$ cat config.mk
export PLATFORM = sky130hd
export DESIGN_NAME = sram_arbiter_flat
export DESIGN_NICKNAME = d
export VERILOG_FILES = /design/src/rtl/sram_arbiter_if.sv /design/src/rtl/sram_arbiter.sv /design/src/flat_wrapper.sv
export SDC_FILE = /design/constraint.sdc
export NUM_CORES = 1
export LEC_CHECK = 0
export ABC_AREA = 1
export BUFFER_PORTS_ARGS = -buffer_cell sky130_fd_sc_hd__buf_2
export CAP_MARGIN = 20
export CELL_PAD_IN_SITES_DETAIL_PLACEMENT = 0
export CELL_PAD_IN_SITES_GLOBAL_PLACEMENT = 1
export CORE_UTILIZATION = 29
export CTS_CLUSTER_SIZE = 20
export DETAILED_ROUTE_END_ITERATION = 6
export PLACE_DENSITY = 0.89
export SYNTH_ARGS = -nofsm -noshare
export SYNTH_HDL_FRONTEND = slang
export SYNTH_SLANG_ARGS = --single-unit
$ cat constraint.sdc
create_clock -name clk -period 1.1 [get_ports clk]
set_input_delay 0 -clock clk [delete_from_list [all_inputs] [get_ports clk]]
set_output_delay 0 -clock clk [all_outputs]
set_load 0.005 [all_outputs]
$ cat src/rtl/sram_arbiter_if.sv
// Bus bundle between the two requesters, the arbiter and the SRAM controller.
// slave = arbiter view, master = requesters plus SRAM controller view.
interface sram_arbiter_if #(
    parameter int ADDR_W  = 18,
    parameter int WDATA_W = 32,
    parameter int RDATA_W = 64
) ();
    logic [1:0]         req;
    logic [1:0]         we;
    logic [ADDR_W-1:0]  addr0;
    logic [ADDR_W-1:0]  addr1;
    logic [WDATA_W-1:0] wdata0;
    logic [WDATA_W-1:0] wdata1;
    logic [1:0]         done;
    logic [1:0]         err;
    logic [1:0]         freeze;
    logic [RDATA_W-1:0] rdata;
    logic               sram_r_en;
    logic               sram_w_en;
    logic [ADDR_W-1:0]  sram_addr;
    logic [WDATA_W-1:0] sram_wdata;
    logic [RDATA_W-1:0] sram_rdata;
    logic               sram_done;

    modport slave (
        input  req, we, addr0, addr1, wdata0, wdata1, sram_rdata, sram_done,
        output done, err, freeze, rdata, sram_r_en, sram_w_en, sram_addr, sram_wdata
    );

    modport master (
        output req, we, addr0, addr1, wdata0, wdata1, sram_rdata, sram_done,
        input  done, err, freeze, rdata, sram_r_en, sram_w_en, sram_addr, sram_wdata
    );
endinterface

$ cat src/rtl/sram_arbiter.sv
// Two-port arbiter in front of a single SRAM controller port (IDLE -> BUSY -> RESP).
// Optional busy watchdog enabled by defining SRAM_ARB_TIMEOUT_EN.
module sram_arbiter #(
    parameter int ADDR_W      = 18,
    parameter int WDATA_W     = 32,
    parameter int RDATA_W     = 64,
    parameter int FIXED_PRIO  = 0,
    parameter int TIMEOUT_CYC = 255
) (
    input  logic          clk,
    input  logic          rst,
    sram_arbiter_if.slave bus
);
    localparam logic [1:0] ST_IDLE = 2'd0;
    localparam logic [1:0] ST_BUSY = 2'd1;
    localparam logic [1:0] ST_RESP = 2'd2;

    logic [1:0]         state_r;
    logic               id_r;
    logic               we_r;
    logic               last_gnt_r;
    logic [ADDR_W-1:0]  addr_r;
    logic [WDATA_W-1:0] wdata_r;
    logic [RDATA_W-1:0] rdata_r;
    logic [1:0]         done_r;
    logic               r_en_r;
    logic               w_en_r;
    logic               win_s;

    function automatic logic [1:0] port_onehot(input logic id);
        port_onehot = {id, ~id};
    endfunction

    // Winner selection: ties go to port 0 under fixed priority, else to the port not granted last.
    always_comb begin
        win_s = 1'b0;
        if (bus.req == 2'b11) begin
            if (FIXED_PRIO != 0) begin
                win_s = 1'b0;
            end else begin
                win_s = ~last_gnt_r;
            end
        end else if (bus.req == 2'b10) begin
            win_s = 1'b1;
        end else begin
            win_s = 1'b0;
        end
    end

`ifdef SRAM_ARB_TIMEOUT_EN
    localparam int CNT_W = $clog2(TIMEOUT_CYC + 1);
    logic [CNT_W-1:0] cnt_r;
    logic [1:0]       err_r;
    assign bus.err = err_r;
`else
    assign bus.err = 2'b00;
`endif

    // Transaction FSM: latch the winner's command, hold the enable, then pulse done.
    always_ff @(posedge clk or negedge rst) begin
        if (!rst) begin
            state_r    <= ST_IDLE;
            id_r       <= 1'b0;
            we_r       <= 1'b0;
            last_gnt_r <= 1'b1;
            addr_r     <= {ADDR_W{1'b0}};
            wdata_r    <= {WDATA_W{1'b0}};
            rdata_r    <= {RDATA_W{1'b0}};
            done_r     <= 2'b00;
            r_en_r     <= 1'b0;
            w_en_r     <= 1'b0;
`ifdef SRAM_ARB_TIMEOUT_EN
            cnt_r      <= {CNT_W{1'b0}};
            err_r      <= 2'b00;
`endif
        end else begin
            case (state_r)
                ST_IDLE: begin
                    if (|bus.req) begin
                        id_r       <= win_s;
                        we_r       <= bus.we[win_s];
                        last_gnt_r <= win_s;
                        addr_r     <= win_s ? bus.addr1 : bus.addr0;
                        wdata_r    <= win_s ? bus.wdata1 : bus.wdata0;
                        r_en_r     <= ~bus.we[win_s];
                        w_en_r     <= bus.we[win_s];
                        state_r    <= ST_BUSY;
`ifdef SRAM_ARB_TIMEOUT_EN
                        cnt_r      <= {CNT_W{1'b0}};
`endif
                    end
                end
                ST_BUSY: begin
                    if (bus.sram_done) begin
                        if (!we_r) begin
                            rdata_r <= bus.sram_rdata;
                        end
                        r_en_r  <= 1'b0;
                        w_en_r  <= 1'b0;
                        done_r  <= port_onehot(id_r);
                        state_r <= ST_RESP;
`ifdef SRAM_ARB_TIMEOUT_EN
                    end else if (cnt_r == CNT_W'(TIMEOUT_CYC - 1)) begin
                        // Watchdog expiry: close the transaction with an error and a zero line.
                        rdata_r <= {RDATA_W{1'b0}};
                        r_en_r  <= 1'b0;
                        w_en_r  <= 1'b0;
                        done_r  <= port_onehot(id_r);
                        err_r   <= port_onehot(id_r);
                        state_r <= ST_RESP;
                    end else begin
                        cnt_r <= cnt_r + CNT_W'(1);
`endif
                    end
                end
                ST_RESP: begin
                    done_r  <= 2'b00;
                    state_r <= ST_IDLE;
`ifdef SRAM_ARB_TIMEOUT_EN
                    err_r   <= 2'b00;
`endif
                end
                default: begin
                    done_r  <= 2'b00;
                    r_en_r  <= 1'b0;
                    w_en_r  <= 1'b0;
                    state_r <= ST_IDLE;
                end
            endcase
        end
    end

    assign bus.done       = done_r;
    assign bus.freeze     = bus.req & ~done_r;
    assign bus.rdata      = rdata_r;
    assign bus.sram_r_en  = r_en_r;
    assign bus.sram_w_en  = w_en_r;
    assign bus.sram_addr  = addr_r;
    assign bus.sram_wdata = wdata_r;
endmodule

$ cat src/flat_wrapper.sv
// flat-port wrapper written by rule: the top's interface ports become plain ports
module sram_arbiter_flat 
#(
    parameter int ADDR_W      = 18,
    parameter int WDATA_W     = 32,
    parameter int RDATA_W     = 64,
    parameter int FIXED_PRIO  = 0,
    parameter int TIMEOUT_CYC = 255
)
  (clk, rst, bus_req, bus_we, bus_addr0, bus_addr1, bus_wdata0, bus_wdata1, bus_sram_rdata, bus_sram_done, bus_done, bus_err, bus_freeze, bus_rdata, bus_sram_r_en, bus_sram_w_en, bus_sram_addr, bus_sram_wdata);
  sram_arbiter_if #(.ADDR_W(ADDR_W), .WDATA_W(WDATA_W), .RDATA_W(RDATA_W)) bus_i ();
  input  logic clk;
  input  logic rst;
  input wire logic [$bits(bus_i.req)-1:0] bus_req;
  input wire logic [$bits(bus_i.we)-1:0] bus_we;
  input wire logic [$bits(bus_i.addr0)-1:0] bus_addr0;
  input wire logic [$bits(bus_i.addr1)-1:0] bus_addr1;
  input wire logic [$bits(bus_i.wdata0)-1:0] bus_wdata0;
  input wire logic [$bits(bus_i.wdata1)-1:0] bus_wdata1;
  input wire logic [$bits(bus_i.sram_rdata)-1:0] bus_sram_rdata;
  input wire logic [$bits(bus_i.sram_done)-1:0] bus_sram_done;
  output wire logic [$bits(bus_i.done)-1:0] bus_done;
  output wire logic [$bits(bus_i.err)-1:0] bus_err;
  output wire logic [$bits(bus_i.freeze)-1:0] bus_freeze;
  output wire logic [$bits(bus_i.rdata)-1:0] bus_rdata;
  output wire logic [$bits(bus_i.sram_r_en)-1:0] bus_sram_r_en;
  output wire logic [$bits(bus_i.sram_w_en)-1:0] bus_sram_w_en;
  output wire logic [$bits(bus_i.sram_addr)-1:0] bus_sram_addr;
  output wire logic [$bits(bus_i.sram_wdata)-1:0] bus_sram_wdata;
  assign bus_i.req = bus_req;
  assign bus_i.we = bus_we;
  assign bus_i.addr0 = bus_addr0;
  assign bus_i.addr1 = bus_addr1;
  assign bus_i.wdata0 = bus_wdata0;
  assign bus_i.wdata1 = bus_wdata1;
  assign bus_i.sram_rdata = bus_sram_rdata;
  assign bus_i.sram_done = bus_sram_done;
  assign bus_done = bus_i.done;
  assign bus_err = bus_i.err;
  assign bus_freeze = bus_i.freeze;
  assign bus_rdata = bus_i.rdata;
  assign bus_sram_r_en = bus_i.sram_r_en;
  assign bus_sram_w_en = bus_i.sram_w_en;
  assign bus_sram_addr = bus_i.sram_addr;
  assign bus_sram_wdata = bus_i.sram_wdata;
  sram_arbiter #(.ADDR_W(ADDR_W), .WDATA_W(WDATA_W), .RDATA_W(RDATA_W), .FIXED_PRIO(FIXED_PRIO), .TIMEOUT_CYC(TIMEOUT_CYC)) u_core (.clk(clk), .rst(rst), .bus(bus_i));
endmodule
==> flow_metrics.tcl, run 1 <==
set metrics [dict create \
    status "finished, violations left" \
    violations "negative setup slack" \
    synth-warning-count 0 \
    n_antenna_cell 0 \
    most-common-layout-cells "289 x buf_2, 279 x nand2_1, 169 x dlygate4sd3_1" \
    die_h_um 143 \
    cp_common_cell "nand2_1" \
    preCtsSetupSlack_ps -259 \
    reg2reg_setup_slack_ps -200 \
    path_buf_inv 1 \
    via_per_inst 4.61 \
    die_w_um 143 \
    cts_sinks 123 \
    clock.fmax_mhz 768 \
    ir_drop_mv 0.987 \
    fin_crit_ps 1300 \
    grt_usage 0.202 \
    drive_gt1_frac 0.361 \
    clkLatencyLatePin_ps 420 \
    drt_iter0_markers 375 \
    dp_hpwl_um 12100 \
    final_common_cell "buf_2" \
    crit_chain "nand2_4 > nand2_8 > clkbuf_16 > nand2_1 > nand3_1 > nand2_1" \
    critical_path_class "flop to flop" \
    startpoint_type "flop" \
    grt_pass1_vias 6601 \
    max-cap-violations 0 \
    grt_overflow_total 0 \
    yosysSeqAreaShare 0.535 \
    initial_core_util 0.296 \
    wl_per_cell_um 15.7 \
    syn_avg_cell_area_um2 8.10 \
    fin_crit_sh 1.18 \
    rsz0062_at_grt "true" \
    grt_pass1_wl_um 32200 \
    crit_required_ps 1410 \
    dr.pass1.iters 5 \
    syn_area_um2 5750 \
    worst_ep_arrival_time_ps 1610 \
    dpl.cell_count 1259 \
    ant_nets 0 \
    cts_tree "done" \
    setup_violations 120 \
    gp_congestion 0.744 \
    std_cell_rows 51 \
    synth.distinct_cells 20 \
    cts_buffers 17 \
    pin_count 293 \
    place.port_buffers 290 \
    worstPathMaxFanout 15 \
    core-area_um2 19500 \
    finalMaxSlewViolations 0 \
    powerDensity_nw_per_um2 2330 \
    crit_family "flip-flops" \
    clock_skew_ps 15.7 \
    vias 6842 \
    synth-seq-cells 123 \
    dieArea_um2 20400 \
    antenna_found_initial 0 \
    drc 0 \
    clockBufferDepth 2 \
    end_kind "flop" \
    fillCellCount 1624 \
    syn-instance-count 710 \
    clk_pin_slew_ps 60 \
    slowest_stage "dfstp_2" \
    wirelength_um 23300 \
    p_leak_nw 5.85 \
    nets 1379 \
    hp-class "input pin to flop" \
    syn2layout_area_growth_pct 86.4 \
    worst_slack_ps -202 \
    htree_levels 4 \
    hold_viol_final 0 \
    holdWs_ps 78.5 \
    grt_max_degree 55 \
    cts_root_buf "clkbuf_16" \
    crit_path_max_incr_delay_ps 560 \
    stdcell_count 1485 \
    total_power_mw 25.0 \
]
through the flow:
stage | area, µm² | setup TNS [ps] | util
global placement | 7800 | -10970 | 0.401
floorplan | 5800 | -1260 | -
finish | 10700 | -18220 | 0.551
CTS | 10300 | -12650 | 0.529
detailed placement | 7800 | -16660 | 0.401
global route | 10700 | -23320 | 0.551
final cells by class:
type / instances / area (µm²) / area share
clock buffers: 17 / 425 / 0.0397
clock inverters: 14 / 149 / 0.0139
repair inverters: 3 / 42.5 / 0.00397
multi-input cells: 483 / 2400 / 0.224
inverters: 57 / 240 / 0.0224
repair buffers: 523 / 4060 / 0.378
flip-flops and latches: 123 / 3080 / 0.287
well taps: 265 / 332 / 0.0309
registers in the layout, summed over array words and instances, names as in the netlist:
register / cells
u_core.bus.sram_addr: 18
u_core.last_gnt_r: 1
u_core.we_r: 1
u_core.bus.sram_r_en: 1
u_core.bus.sram_w_en: 1
u_core.bus.rdata: 64
u_core.bus.sram_wdata: 32
u_core.id_r: 1
u_core.bus.done: 2
u_core.state_r: 2
synth_stat cells (all sizes together):
master	n	area, µm²
nor3	1	5.00
nand3	119	596
dfstp	1	26.3
nand2	302	1140
dfrtp	122	3050
nand3b	48	360
nor2	7	52.6
inv	57	216
conb	1	3.75
o21ai	4	20.0
clkbuf	3	11.3
buf	45	265
worst reg2reg max path: stages, from the launching register on:
cell and delay [ps]:
dfstp_2 560, nand2_4 100, nand2_8 130, clkbuf_16 190, nand2_1 80, nand3_1 80, nand2_1 50
repair_timing:
action                                  4_1_cts  5_1_grt
gates cloned                                  2       13
endpoints found under the setup margin      122      128
setup buffers                                 5        7
pin swaps                                     4       12
hold buffers                                169        1
endpoints found under the hold margin       242        9
gates resized for setup                      42       30
kinds of logic after synthesis:
family                 synth area share
buffers and inverters            0.0857
other                          0.000652
AOI/OAI and AO/OA               0.00348
DFF                               0.535
and+or+nand+nor                   0.375
final timing paths:
path                                startpoint                        end  cells past startpoint
max                          u_core.last_gnt_r  u_core.bus.sram_wdata[30]                      6
min                                 bus_req[1]          u_core.last_gnt_r                      4
max reg2reg                  u_core.last_gnt_r  u_core.bus.sram_wdata[30]                      6
min reg2reg                u_core.bus.rdata[1]        u_core.bus.rdata[1]                      2
max in group asynchronous                  rst  u_core.bus.sram_wdata[20]                      3
min in group asynchronous                  rst  u_core.bus.sram_wdata[23]                      3
routing by layer:
layer,track usage,routed length (µm),up-vias
met5,0,0,-
met4,0.0787,532,0
met3,0.0570,1850,38
met2,0.355,11700,355
met1,0.232,9240,3222
li1,-,-,3227
report_power, final:
group | total [mW] | switching [mW] | leakage [nW] | internal (mW)
clock network | 5.49 | 2.16 | 0.277 | 3.33
logic | 11.5 | 5.99 | 4.05 | 5.50
registers | 8.02 | 1.31 | 1.52 | 6.72
total | 25.0 | 9.45 | 5.85 | 15.5
No activity file was read; power rests on OpenSTA's default activity.
==> run 2, diff against run 1 <==
Settings changed: RECOVER_POWER from default to 100.
==> run 2 against run 1 <==
Against the previous run: the run still ends with negative setup slack left; cell area down 1.3%; die area did not move; clock skew about the same; wire length rose by 0.27%; final cell count stayed put; via count is 0.64% lower; non-clock buffer count is the same; sequential cell count did not move; sequential share of layout area up 0.39 points; critical endpoint unchanged; largest power group unchanged.
==> flow_metrics.tcl, run 2 (synthesized netlist as in run 1, its figures left out) <==
set metrics [dict create \
    status "finished, violations left" \
    violations "negative setup slack" \
    finalMaxSlewViolations 0 \
    cts_buffers 17 \
    dp_hpwl_um 12100 \
    holdWs_ps 81.8 \
    ant_nets 0 \
    largest_register_ffs 64 \
    die_w_um 143 \
    setup_violations 173 \
    worst_ep_arrival_time_ps 1600 \
    preCtsSetupSlack_ps -259 \
    wl_per_cell_um 15.7 \
    htree_levels 4 \
    gp_congestion 0.744 \
    via_per_inst 4.58 \
    ir_drop_mv 0.986 \
    grt_usage 0.202 \
    relSlewSlack 0.411 \
    std_cell_rows 51 \
    drc 0 \
    clock_skew_ps 16.1 \
    initial_core_util 0.296 \
    startpoint_type "flop" \
    drt_iter0_markers 331 \
    p_leak_nw 5.56 \
    setup_tns_ps -19190 \
    grt_overflow_total 0 \
    crit_required_ps 1410 \
    cts_tree "done" \
    rsz0062_at_grt "true" \
    core-area_um2 19500 \
    cts_sinks 123 \
    nets 1379 \
    syn2layout_area_growth_pct 84.0 \
    grt.busiest_layer "met2" \
    stdcell_count 1485 \
    powerDensity_nw_per_um2 2330 \
    wirelength_um 23400 \
    worstPathMaxFanout 15 \
    pin_count 293 \
    tightest_slew_ps 882 \
    max-cap-violations 0 \
    gr-usage-met3 0.0570 \
    vias 6798 \
    clockBufferDepth 2 \
    grt_max_degree 55 \
    grtUsageMet1 0.232 \
    dr.pass1.iters 5 \
    cts_root_buf "clkbuf_16" \
    critical_path_class "flop to flop" \
    grtUsageMet2 0.355 \
    dpl.cell_count 1259 \
    grt_pass1_vias 6601 \
    n_antenna_cell 0 \
    clk_pin_slew_ps 60 \
    fin_crit_ps 1300 \
    place.port_buffers 290 \
    drive_gt1_frac 0.288 \
    antenna_found_initial 0 \
    clock.fmax_mhz 771 \
    hold_viol_final 0 \
    die_h_um 143 \
    fin_crit_sh 1.18 \
    total_power_mw 24.6 \
    final_common_cell "nand2_1" \
    end_kind "flop" \
    clkLatencyLatePin_ps 420 \
    grt_pass1_wl_um 32200 \
    worst_slack_ps -197 \
    hp-class "input pin to flop" \
    dieArea_um2 20400 \
    most-common-layout-cells "279 x nand2_1, 202 x buf_2, 169 x dlygate4sd3_1" \
]
==> run 2: area by class of cell <==
type,instances,area [µm²]
repair inverters,3,42.5
flip-flops and latches,123,3080
clock inverters,14,149
multi-input cells,483,2400
clock buffers,17,425
inverters,57,240
fillers,1689,8880
well taps,265,332
repair buffers,523,3920
==> run 2: worst paths after layout <==
kind | slack [ps] | start | cells past startpoint | to
max | -200 | u_core.last_gnt_r | 6 | u_core.bus.sram_wdata[30]
min | 80 | bus_req[1] | 6 | u_core.bus.sram_w_en
max reg2reg | -200 | u_core.last_gnt_r | 6 | u_core.bus.sram_wdata[30]
min reg2reg | 470 | u_core.bus.rdata[25] | 2 | u_core.bus.rdata[25]
max in group asynchronous | -50 | rst | 4 | u_core.bus.sram_addr[15]
min in group asynchronous | 310 | rst | 3 | u_core.bus.done[1]
==> run 2: critical path, stage by stage (launching register included) <==
cell       delay (ps)
dfstp_2           560
nand2_4           100
nand2_8           130
clkbuf_16         190
nand2_1            70
nand3_1            80
nand2_1            50
==> run 2: routing by layer <==
| metal | vias to the layer above | wire length (µm) |
|---|---|---|
| met4 | 0 | 569 |
| met2 | 351 | 11600 |
| met3 | 41 | 1930 |
| met1 | 3181 | 9230 |
| li1 | 3225 | - |
| met5 | - | 0 |
==> run 2: report_power, final <==
group / internal (mW) / total, mW / switching (mW)
clock network: 3.33 / 5.49 / 2.16
registers: 6.72 / 8.08 / 1.36
logic: 5.09 / 11.1 / 5.97
==> run 2: timing repair <==
item / CTS / global route
gates resized for setup: 42 / 30
hold buffers: 169 / 1
endpoints found under the setup margin: 122 / 128
setup buffers: 5 / 7
hold endpoints to repair: 242 / 9
gates cloned: 2 / 13
pin swaps: 4 / 12
==> run 2: through the flow <==
stage	util	instance area, µm²
floorplan	-	5800
global placement	0.401	7800
detailed placement	0.401	7800
CTS	0.529	10300
global route	0.544	10600
finish	0.544	10600
==> run 3, diff against run 2 <==
Settings changed: BUFFER_PORTS_ARGS -buffer_cell sky130_fd_sc_hd__buf_2 to -buffer_cell sky130_fd_sc_hd__buf_4.
==> run 3 against run 2 <==
Against the previous run: core utilization grew 3.2 points; critical endpoint is now u_core.bus.sram_addr[3]; critical path type unchanged; the run still ends with negative setup slack left; largest power group unchanged; final cell count shrank 0.27%; maximum frequency grew 1.5%.
==> flow_metrics.tcl, run 3 (synthesized netlist as in run 1, its figures left out) <==
set metrics [dict create \
    ff2ff_path_depth 7 \
    multi_input_area_um2 2370 \
    place.port_buffers 290 \
    status "finished, violations left" \
    worst_ep_arrival_time_ps 1620 \
    crit_chain "inv_2 > nand2_4 > nor2_8 > buf_12 > clkbuf_16 > nand3_1 > nand2_1" \
    ant_nets 0 \
    seq_area_um2 3080 \
    fillCellCount 1596 \
    finalMaxSlewViolations 0 \
    die_h_um 143 \
    powerDensity_nw_per_um2 2260 \
    hold-path-cell-count 4 \
    cts_sinks 123 \
    grt_max_degree 59 \
    setup_violations 119 \
    cts_buffers 17 \
    crit_path_max_incr_delay_ps 400 \
    dieArea_um2 20400 \
    end_kind "flop" \
    grt_pass1_wl_um 33300 \
    ir_drop_mv 1.03 \
    nets 1375 \
    grt_overflow_total 0 \
    pin_count 293 \
    top_layer "met4" \
    vias 6761 \
    via_per_inst 4.57 \
    r2r-start "u_core.state_r[0]" \
    tightest_slew_ps 558 \
    final_common_cell "nand2_1" \
    clkLatencyLatePin_ps 410 \
    total_power_mw 25.3 \
    dpl.cell_count 1266 \
    clock.fmax_mhz 783 \
    crit_family "buffers and inverters" \
    crit_required_ps 1450 \
    hp-class "input pin to flop" \
    most-common-layout-cells "287 x nand2_1, 193 x buf_4, 168 x dlygate4sd3_1" \
    antenna_found_initial 0 \
    route.met3.wl_um 1620 \
    clock_skew_ps 9.88 \
    std_cell_rows 51 \
    pwr-share-comb 0.474 \
    slowest_stage "dfrtp_1" \
    drc 0 \
    gp_congestion 0.777 \
    max-cap-violations 0 \
    worstPathMaxFanout 17 \
    startpoint_type "flop" \
    cts_tree "done" \
    largest_register_ffs 64 \
    wl_per_cell_um 15.5 \
    r2r_end "u_core.bus.sram_addr[3]" \
    clockPowerShare 0.208 \
    fin_crit_sh 1.16 \
    drt_iter0_markers 222 \
    power.internal_mw 16.0 \
    relSlewSlack 0.628 \
    hold_viol_final 0 \
    wirelength_um 23000 \
    die_w_um 143 \
    cts_root_buf "clkbuf_16" \
    netSwitchingFraction 0.367 \
    hold_path_end "u_core.bus.done[1]" \
    htree_levels 4 \
    rsz0062_at_grt "true" \
    clk_pin_slew_ps 60 \
    grt_pass1_vias 6721 \
    holdWs_ps 17.6 \
    dp_hpwl_um 12800 \
    core-area_um2 19500 \
    critical_path_class "flop to flop" \
    wl_met2_um 11800 \
    fin_crit_ps 1280 \
    met1_length_um 9190 \
    path_buf_inv 3 \
    reg2reg_setup_slack_ps -180 \
    power.switching_mw 9.28 \
    syn2layout_area_growth_pct 94.8 \
    clockBufferDepth 2 \
    grt_usage 0.211 \
    seq_power_share 0.318 \
    worst_slack_ps -177 \
    worstHoldStart "bus_sram_done" \
    drive_gt1_frac 0.321 \
    p_leak_nw 5.86 \
    n_antenna_cell 0 \
    dr.pass1.iters 5 \
    stdcell_count 1481 \
    initial_core_util 0.296 \
    violations "negative setup slack" \
]
-- run 3: tightest hold or removal path: stages --
cell     delay (ps)
buf_4            80
inv_1            70
o21ai_1         160
o21ai_0          80
-- run 3: how the worst max path moves through the flow --
stage	start	end	slack, ps	cells past startpoint
2_1_floorplan	u_core.state_r[1]	u_core.bus.sram_wdata[1]	-30	7
3_3_place_gp	u_core.last_gnt_r	u_core.bus.sram_addr[17]	-150	7
3_5_place_dp	u_core.last_gnt_r	u_core.bus.sram_addr[17]	-180	7
4_1_cts	u_core.last_gnt_r	u_core.bus.sram_addr[3]	-130	6
5_1_grt	u_core.last_gnt_r	u_core.bus.sram_addr[5]	-240	6
6_report	u_core.state_r[0]	u_core.bus.sram_addr[3]	-180	7
-- run 3: per-layer routing --
layer  GRT usage  vias up
li1            -     3216
met1       0.243     3201
met2       0.372      310
met3      0.0573       34
met4      0.0809        0
met5           0        -
-- run 3: timing repair --
item                       CTS  global route
gates resized for setup     24            42
hold buffers               169             0
setup buffers                2             4
setup endpoints to repair  121           133
pin swaps                   23            22
cloned                       2             7
hold endpoints to repair   242             0
-- run 3: power by group through the flow --
stage	clock network, mW	logic, mW	registers [mW]
final	5.26	12.0	8.03
after detailed placement	0	10.4	8.00
after global routing	5.56	13.1	8.24
after CTS	5.39	11.3	7.99
after floorplan	0	4.38	8.05
after global placement	0	10.3	7.97
-- run 3: final cells by class --
cell class | count | share of cell area
inverters | 57 | 0.0193
flip-flops and latches | 123 | 0.275
clock inverters | 14 | 0.0109
multi-input cells | 483 | 0.211
repair buffers | 522 | 0.416
clock buffers | 17 | 0.0380
well taps | 265 | 0.0296
-- run 3: stage by stage --
step | setup WS, ps | setup TNS, ps | instance area [µm²] | utilization
floorplan | -27.0 | -1260 | 5800 | -
global placement | -153 | -8170 | 8580 | 0.441
detailed placement | -179 | -10130 | 8580 | 0.441
CTS | -130 | -9910 | 11000 | 0.565
global route | -235 | -21390 | 11200 | 0.576
finish | -177 | -14290 | 11200 | 0.576
